**config.mk**
```make
export PLATFORM = sky130hd
export DESIGN_NAME = fir_out_collector
export DESIGN_NICKNAME = d
export VERILOG_FILES = /design/src/rtl/fir_out_collector.sv
export SDC_FILE = /design/constraint.sdc
export NUM_CORES = 1
export LEC_CHECK = 0
export CORE_MARGIN = 3
export CORE_UTILIZATION = 40
export DETAILED_ROUTE_END_ITERATION = 12
export GPL_TIMING_DRIVEN = 1
export RECOVER_POWER = 50
export SKIP_CTS_REPAIR_TIMING = 1
export SYNTH_ARGS = -nofsm -noshare
export SYNTH_HDL_FRONTEND = slang
export SYNTH_SLANG_ARGS = --single-unit
```
**constraint.sdc**
```tcl
create_clock -name clk -period 11.6 [get_ports clk]
set_input_delay 2.32 -clock clk [delete_from_list [all_inputs] [get_ports clk]]
set_output_delay 2.32 -clock clk [all_outputs]
set_load 0.005 [all_outputs]
```
**src/rtl/fir_out_collector.sv**
```systemverilog
// Receive-side collector for FIR output pushes: buffers {I,Q} pairs and replays them as I-then-Q words.
// Optional saturating drop counter on port ovf_count when FIR_OUT_OVF_COUNT_EN is defined.
module fir_out_collector #(
    parameter int DEPTH = 8,
    parameter int W     = 32
) (
    input  logic                       clk,
    input  logic                       reset,
    input  logic                       PushIn,
    input  logic [W-1:0]               FI,
    input  logic [W-1:0]               FQ,
    output logic                       out_valid,
    input  logic                       out_ready,
    output logic [W-1:0]               out_data,
    output logic                       out_iq,
    output logic [$clog2(DEPTH):0]     count,
`ifdef FIR_OUT_OVF_COUNT_EN
    output logic [7:0]                 ovf_count,
`endif
    output logic                       overflow,
    input  logic                       clr_ovf
);

    localparam int AW = $clog2(DEPTH);
    localparam int CW = AW + 1;

    typedef enum logic [1:0] {
        IDLE   = 2'd0,
        SEND_I = 2'd1,
        SEND_Q = 2'd2
    } state_e;

    state_e          state_q, state_d;
    logic [AW-1:0]   wr_ptr_q, wr_ptr_d;
    logic [AW-1:0]   rd_ptr_q, rd_ptr_d;
    logic [CW-1:0]   count_q, count_d;
    logic [W-1:0]    hold_q, hold_d;
    logic [W-1:0]    out_data_q, out_data_d;
    logic            out_iq_q, out_iq_d;
    logic            out_valid_q, out_valid_d;
    logic            overflow_q, overflow_d;
`ifdef FIR_OUT_OVF_COUNT_EN
    logic [7:0]      ovf_count_q, ovf_count_d;
`endif

    logic [2*W-1:0]  mem_q [DEPTH];
    logic [2*W-1:0]  head;
    logic            full;
    logic            not_empty;
    logic            do_write;
    logic            drop;
    logic            accept;
    logic            pop;

    // Full and empty are judged on the pre-edge occupancy, so a pop never frees room for a same-edge push.
    assign full      = (count_q == CW'(DEPTH));
    assign not_empty = (count_q != '0);
    assign do_write  = PushIn && !full;
    assign drop      = PushIn && full;
    assign accept    = out_valid_q && out_ready;
    assign head      = mem_q[rd_ptr_q];

    always_comb begin
        // NOTE: every always_comb output gets a default first so no path leaves it unassigned (no latches).
        state_d     = state_q;
        out_data_d  = out_data_q;
        out_iq_d    = out_iq_q;
        out_valid_d = out_valid_q;
        hold_d      = hold_q;
        pop         = 1'b0;

        unique case (state_q)
            IDLE: begin
                if (not_empty) begin
                    pop         = 1'b1;
                    out_data_d  = head[2*W-1:W];
                    out_iq_d    = 1'b0;
                    out_valid_d = 1'b1;
                    hold_d      = head[W-1:0];
                    state_d     = SEND_I;
                end
            end
            SEND_I: begin
                if (accept) begin
                    out_data_d = hold_q;
                    out_iq_d   = 1'b1;
                    state_d    = SEND_Q;
                end
            end
            SEND_Q: begin
                if (accept) begin
                    if (not_empty) begin
                        pop        = 1'b1;
                        out_data_d = head[2*W-1:W];
                        out_iq_d   = 1'b0;
                        hold_d     = head[W-1:0];
                        state_d    = SEND_I;
                    end else begin
                        out_valid_d = 1'b0;
                        state_d     = IDLE;
                    end
                end
            end
            default: begin
                out_valid_d = 1'b0;
                state_d     = IDLE;
            end
        endcase
    end

    always_comb begin
        wr_ptr_d = do_write ? wr_ptr_q + AW'(1) : wr_ptr_q;
        rd_ptr_d = pop      ? rd_ptr_q + AW'(1) : rd_ptr_q;
        count_d  = count_q;
        if (do_write && !pop) begin
            count_d = count_q + CW'(1);
        end else if (pop && !do_write) begin
            count_d = count_q - CW'(1);
        end

        // A drop on the same edge as a clear wins, leaving the flag set.
        overflow_d = overflow_q;
        if (drop) begin
            overflow_d = 1'b1;
        end else if (clr_ovf) begin
            overflow_d = 1'b0;
        end
    end

`ifdef FIR_OUT_OVF_COUNT_EN
    always_comb begin
        ovf_count_d = ovf_count_q;
        if (clr_ovf) begin
            ovf_count_d = drop ? 8'd1 : 8'd0;
        end else if (drop && ovf_count_q != 8'hFF) begin
            ovf_count_d = ovf_count_q + 8'd1;
        end
    end
`endif

    always_ff @(posedge clk or negedge reset) begin
        if (!reset) begin
            state_q     <= IDLE;
            wr_ptr_q    <= '0;
            rd_ptr_q    <= '0;
            count_q     <= '0;
            hold_q      <= '0;
            out_data_q  <= '0;
            out_iq_q    <= 1'b0;
            out_valid_q <= 1'b0;
            overflow_q  <= 1'b0;
        end else begin
            // NOTE: sequential state uses non-blocking assignments so every flop samples pre-edge values.
            state_q     <= state_d;
            wr_ptr_q    <= wr_ptr_d;
            rd_ptr_q    <= rd_ptr_d;
            count_q     <= count_d;
            hold_q      <= hold_d;
            out_data_q  <= out_data_d;
            out_iq_q    <= out_iq_d;
            out_valid_q <= out_valid_d;
            overflow_q  <= overflow_d;
        end
    end

`ifdef FIR_OUT_OVF_COUNT_EN
    always_ff @(posedge clk or negedge reset) begin
        if (!reset) begin
            ovf_count_q <= '0;
        end else begin
            ovf_count_q <= ovf_count_d;
        end
    end
    assign ovf_count = ovf_count_q;
`endif

    // NOTE: FIFO storage is deliberately not reset; pointers and count alone define what is valid.
    always_ff @(posedge clk) begin
        if (do_write) begin
            mem_q[wr_ptr_q] <= {FI, FQ};
        end
    end

    assign out_valid = out_valid_q;
    assign out_data  = out_data_q;
    assign out_iq    = out_iq_q;
    assign count     = count_q;
    assign overflow  = overflow_q;

endmodule

```
; After elaboration in Yosys (flattened, before gate mapping)
; Memory sizes are Yosys's and may differ from the RTL's.
; Index checks and enable logic that the tools add are counted.
[classes]
add_sub_neg = 4
mul = 0
n_div = 0
magnitude_cmp = 0
eq_ne = 7
shift = 0
muxes = 29
bitwise_logic = 1
reduce_logical = 18
[ops]
columns = operator, n
row1 = $mux 32, 5
row2 = $pmux 32 s3, 1
row3 = $pmux 32 s2, 1
row4 = $mux 1, 13
row5 = $mux 4, 2
row6 = $ne 2x2->1 const B, 4
row7 = $add 3x1->3 const B, 2
row8 = $mux 2, 3
row9 = $pmux 1 s3, 2
row10 = $pmux 2 s3, 1
row11 = $reduce_and 3->1, 2
row12 = $reduce_bool 2->1, 3
row13 = $logic_and 1x1->1, 5
row14 = $add 4x1->4 const B, 1
row15 = $eq 4x4->1 const B, 1
row16 = $reduce_and 4->1, 1
row17 = $reduce_bool 4->1, 1
row18 = $sub 4x1->4 const B, 1
row19 = $logic_not 1->1, 3
row20 = $reduce_bool 3->1, 1
row21 = $eq 2x1->1 const B, 1
row22 = $eq 2x2->1 const B, 1
row23 = $logic_not 2->1, 1
row24 = $pmux 1 s2, 1
row25 = other kinds (2), 2
[totals]
regBits = 79
latchBits = 0
mem_bits_rw = 512
mem_bits_ro = 0
elab_cells = 69
n_memories = 1
[mem_list]
columns = name, words, width, read_ports, rd_ports_with_merged_regs, wr, line_no
row1 = mem_q, 8, 64, 1, 0, 1, 46  ; logic [2*W-1:0] mem_q [DEPTH];

; Depth between registers and ports, before layout
[logic_depth]
word_depth = 7
ltp_mapped = 11
mapped_depth_nobuf = 10

; Least setup slack after synthesis
; OpenSTA, ideal clock, no wires.
[synth_path]
path_type = input to register
from = input PushIn
to = memory mem_q[0][0] (netlist bit) (enable)
setup_ps = 565
arrival_time_ps = 7210
required_ps = 11035
slack_ps = 3825
cell_stages = 3
cell_sequence = a21boi_1 > nand2b_1 > nor3_1
[synth_via]
elab_chain_len = 3
[synth_lines]
columns = element, line_no
row1 = "start, declared", 9  ; input logic PushIn,
row2 = $logic_and 1x1->1, 58  ; assign do_write = PushIn && !full;
row3 = $mux 1, 179  ; if (do_write) begin
row4 = $mux 1 (not written as such), 180  ; mem_q[wr_ptr_q] <= {FI, FQ};
row5 = "end, declared", 46
; Every way passes these cells.

; Worst setup path after layout
[layout_path]
from = input out_ready
to = register count_q[3], in the netlist count[3]
[layout_via]
elab_chain_len = 6
elab_cells_between_ends = 8
classes_between = 3 x mux / 5 x reduce/logical
[layout_lines]
columns = element, line_no
row1 = "start, declared", 13  ; input logic out_ready,
row2 = $logic_and 1x1->1 *, 60  ; assign accept = out_valid_q && out_ready;
row3 = $mux 1 *, 91  ; if (accept) begin
row4 = $pmux 1 s2 *, 72  ; unique case (state_q)
row5 = $logic_not 1->1, 115  ; if (do_write && !pop) begin
row6 = $logic_and 1x1->1, 115
row7 = $mux 4 / $reduce_bool 2->1 (equally long branches), -
row8 = "end signal, assigned", 157  ; count_q <= count_d;
row9 = "end, declared", 36  ; logic [CW-1:0] count_q, count_d;
; Every way passes the cells marked *; elsewhere a longest branch is shown, timed or not.
; A chain may end at the register's enable or synchronous reset.

==> impl_results.md <==
* Final worst-path cycle share at between 50% and 60%
* Largest net degree at the start of global routing at 129
* Most common cell in the netlist: edfxtp_1
* Final Hold Fails at 0
* Fillers at between 4000 and 5000
* Final Cell Area at 26270 sq um
* Tmin final at 6.589 ns
* Top cells by area, synth: edfxtp_1, dfrtp_1, mux2i_1
* Crit path top cell by count: ha_1
* Share of cells above drive strength 1 at 13.55%
* Failing checks: max-capacitance violations, max-slew violations
* Initial Util at 40.69%
* Cell row count at 86
* Core Footprint at approximately 56000 sq um
* Antenna violations before repair at 2
* Final Util at 47.32%
* WL final at 48.19 mm
* Wire per inst at roughly 23 microns
* Mapped Area at 22590 sq um
* Critical Path AT at roughly 7.1 ns
* Total gr overflow at 0
* CTS Buf Count at 59
* Synthesized instance count at 1178
* Slew HR at -162.1%
* Die Wd at 243.7 microns
* Clock buffer depth at 3
* Yosys warns at 0
* Top cells by count, synth: edfxtp_1, mux2i_1, dfrtp_1
* Number of library cell types mapped by synthesis at 38
* CP peak stage delay at 1.92 ns
* Peak VDD IR at around 0.00024 V
* XOR/XNOR Fraction of Synth Area at 0.2714%
* # setup viols final at 0
* CP Launch Type: input port
* Root Buffer Master: clkbuf_16
* Critical Path RT at 12.11 ns
* Tightest Hold Check Type: flop to flop
* Largest family of logic cells by synthesized area: multiplexers
* Crit Path Class: input port to flop
* Die Height at between 200 and 250 microns
* Biggest area consumer among synthesized cells: edfxtp_1
* I/O pins at 108
* All-Layer GR Usage at 16.29%
* Flop2flop setup slack at a little under 7 ns
* Asr flop ratio synth at 13.37%
* Initial DRC Count at between 800 and 900
* CP max stage cell: clkbuf_1
* Max Cap Viol at 2
* Die footprint at 59370 sq um
* Routed via count at between 10000 and 15000
* Post-synth top area share at roughly 70%
* Drt first pass iters at 5
* Synthesized flop and latch total at roughly 590
* Buf+Inv Stages, Crit Path at 4
* Syn nets at 1253
* CP endpoint kind: flop
* Adder-cell share of the synthesized area at less than 1%
* Synthesized area per cell at 19.18 sq um
* Final Wtd Congestion at 0.7681
* Post-route setup TNS at 0 ns
* Primary FF master, synth: edfxtp_1
* Power per cell area at 261.7 nW/um^2
* Synth-to-Final Area Change at 16.29%
* RSZ-0062 raised after global routing: no
* Worst skew pair latency at about 0.60 ns
* First-pass GRT wire length at between 70 and 80 mm
* Port Buffers at 107
* Non-Filler Instances at 2092
* Multiplexer area fraction after synthesis at 13.61%
* Status: finished, violations left
* Synth Area in Compound Gates at 5.228%
* Worst-Margin Slew at 3.931 ns
* Delay-heaviest family, CP: buffers and inverters
* F_max at 0.1518 GHz
* Number of synthesized flops with an enable pin at approximately 500
* H-tree levels at 2
* CTS tree: built
* Pins Over Slew Limit at 142
* Via density per instance at 5.276
* Leakage at 8.884 nW
* Placed Cells at 1984
* Post-DP HPWL at 27.32 mm
* Vias in the first global route at 11330
* Clk slew on worst S/H paths at 0.06 ns
* DRC at 0
* Min Hold Slack at 0.5233 ns
* Simple-Gate Fraction of Synth Area at 1.994%
* Post-route clock skew at 0.01850 ns
* Seq/Total Area, Yosys at 76.80%
* Post-DP Area at 24480 sq um
* Nets at 1372
* Final ANT Viol Nets at 0
* CP Max Fanout at 67
* TritonCTS Sinks at 591
* Cell Chain, Critical Path: dlygate4sd3_1 -> a21bo_2 -> and3_2 -> clkbuf_1 -> clkinv_4 -> ha_1 -> inv_1 -> ha_1 -> a21o_1 -> a21oi_1 -> mux2i_1 -> xnor2_1
[flip-flops by register name, indices dropped and copies added (netlist names)]
signal,cells
out_iq,1
out_valid,1
wr_ptr_q,3
state_q,2
mem_q,512
overflow,1
out_data,32
hold_q,32
count,4
rd_ptr_q,3
[tightest hold or removal path, delay by kind of cell (launching register included)]
kind / cells / cell delay [ns]
AO/OA/AOI/OAI: 1 / 0.06
buffers and inverters: 1 / 0.05
flip-flops: 1 / 0.37
[layer usage]
layer / track usage (%) / vias up / wire [microns]
met1: 23.30 / 5750 / 21930
met2: 25.80 / 241 / 22890
li1: - / 4972 / -
met3: 2.619 / 73 / 2141
met5: 0 / - / 11
met4: 5.101 / 2 / 1226
[per-stage QoR]
step	setup WS (ns)	power, mW
CTS	6.508	6.971
detailed placement	5.875	5.184
floorplan	3.825	4.440
finish	5.011	6.877
global route	4.387	7.245
global placement	5.946	5.145
[path summary, 6_finish.rpt]
check | start | end | cells past startpoint
setup / recovery | out_ready | count[3] | 12
hold / removal | overflow | overflow | 2
setup reg to reg | out_valid | count[3] | 11
hold reg to reg | overflow | overflow | 2
max in group asynchronous | reset | rd_ptr_q[2] | 2
min in group asynchronous | reset | overflow | 1
[cell families after synthesis]
logic type | Yosys count
AO/OA/AOI/OAI | 173
XOR/XNOR | 7
adder cells (fa/ha/maj) | 6
buffers and inverters | 75
flip-flops | 591
multiplexers | 227
AND/OR/NAND/NOR | 99
[area by class of cell]
cell class,instances,area [sq um],share of cell area (%)
Sequential cell,591,17360,66.08
Multi-Input combinational cell,512,4926,18.75
Clock buffer,81,1622,6.172
Timing Repair Buffer,128,1227,4.672
Tap cell,748,935.9,3.562
Clock inverter,26,175.2,0.6667
Inverter,5,23.77,0.09048
Antenna cell,1,2.502,0.009525
[placed cells by master (no fill, tap or decap), drive strengths merged, types with 5 or more instances in the layout]
master         instances
dlygate4sd3           66
clkdlybuf4s50         40
nand3                 33
a21oi                 66
ha                     5
nand2                 11
clkinv                22
a22oi                 64
mux4                  64
buf                   19
edfxtp               512
dfrtp                 79
a2bb2oi               32
mux2i                161
xnor2                  6
clkbuf                84
nor2                  42
[report_power, final]
part | internal [mW] | switching [mW] | leakage [nW]
registers | 2.75 | 0.257 | 5.53
logic | 0.920 | 1.17 | 2.48
clock network | 1.01 | 0.760 | 0.868
Power figures use the tool's default switching activity.
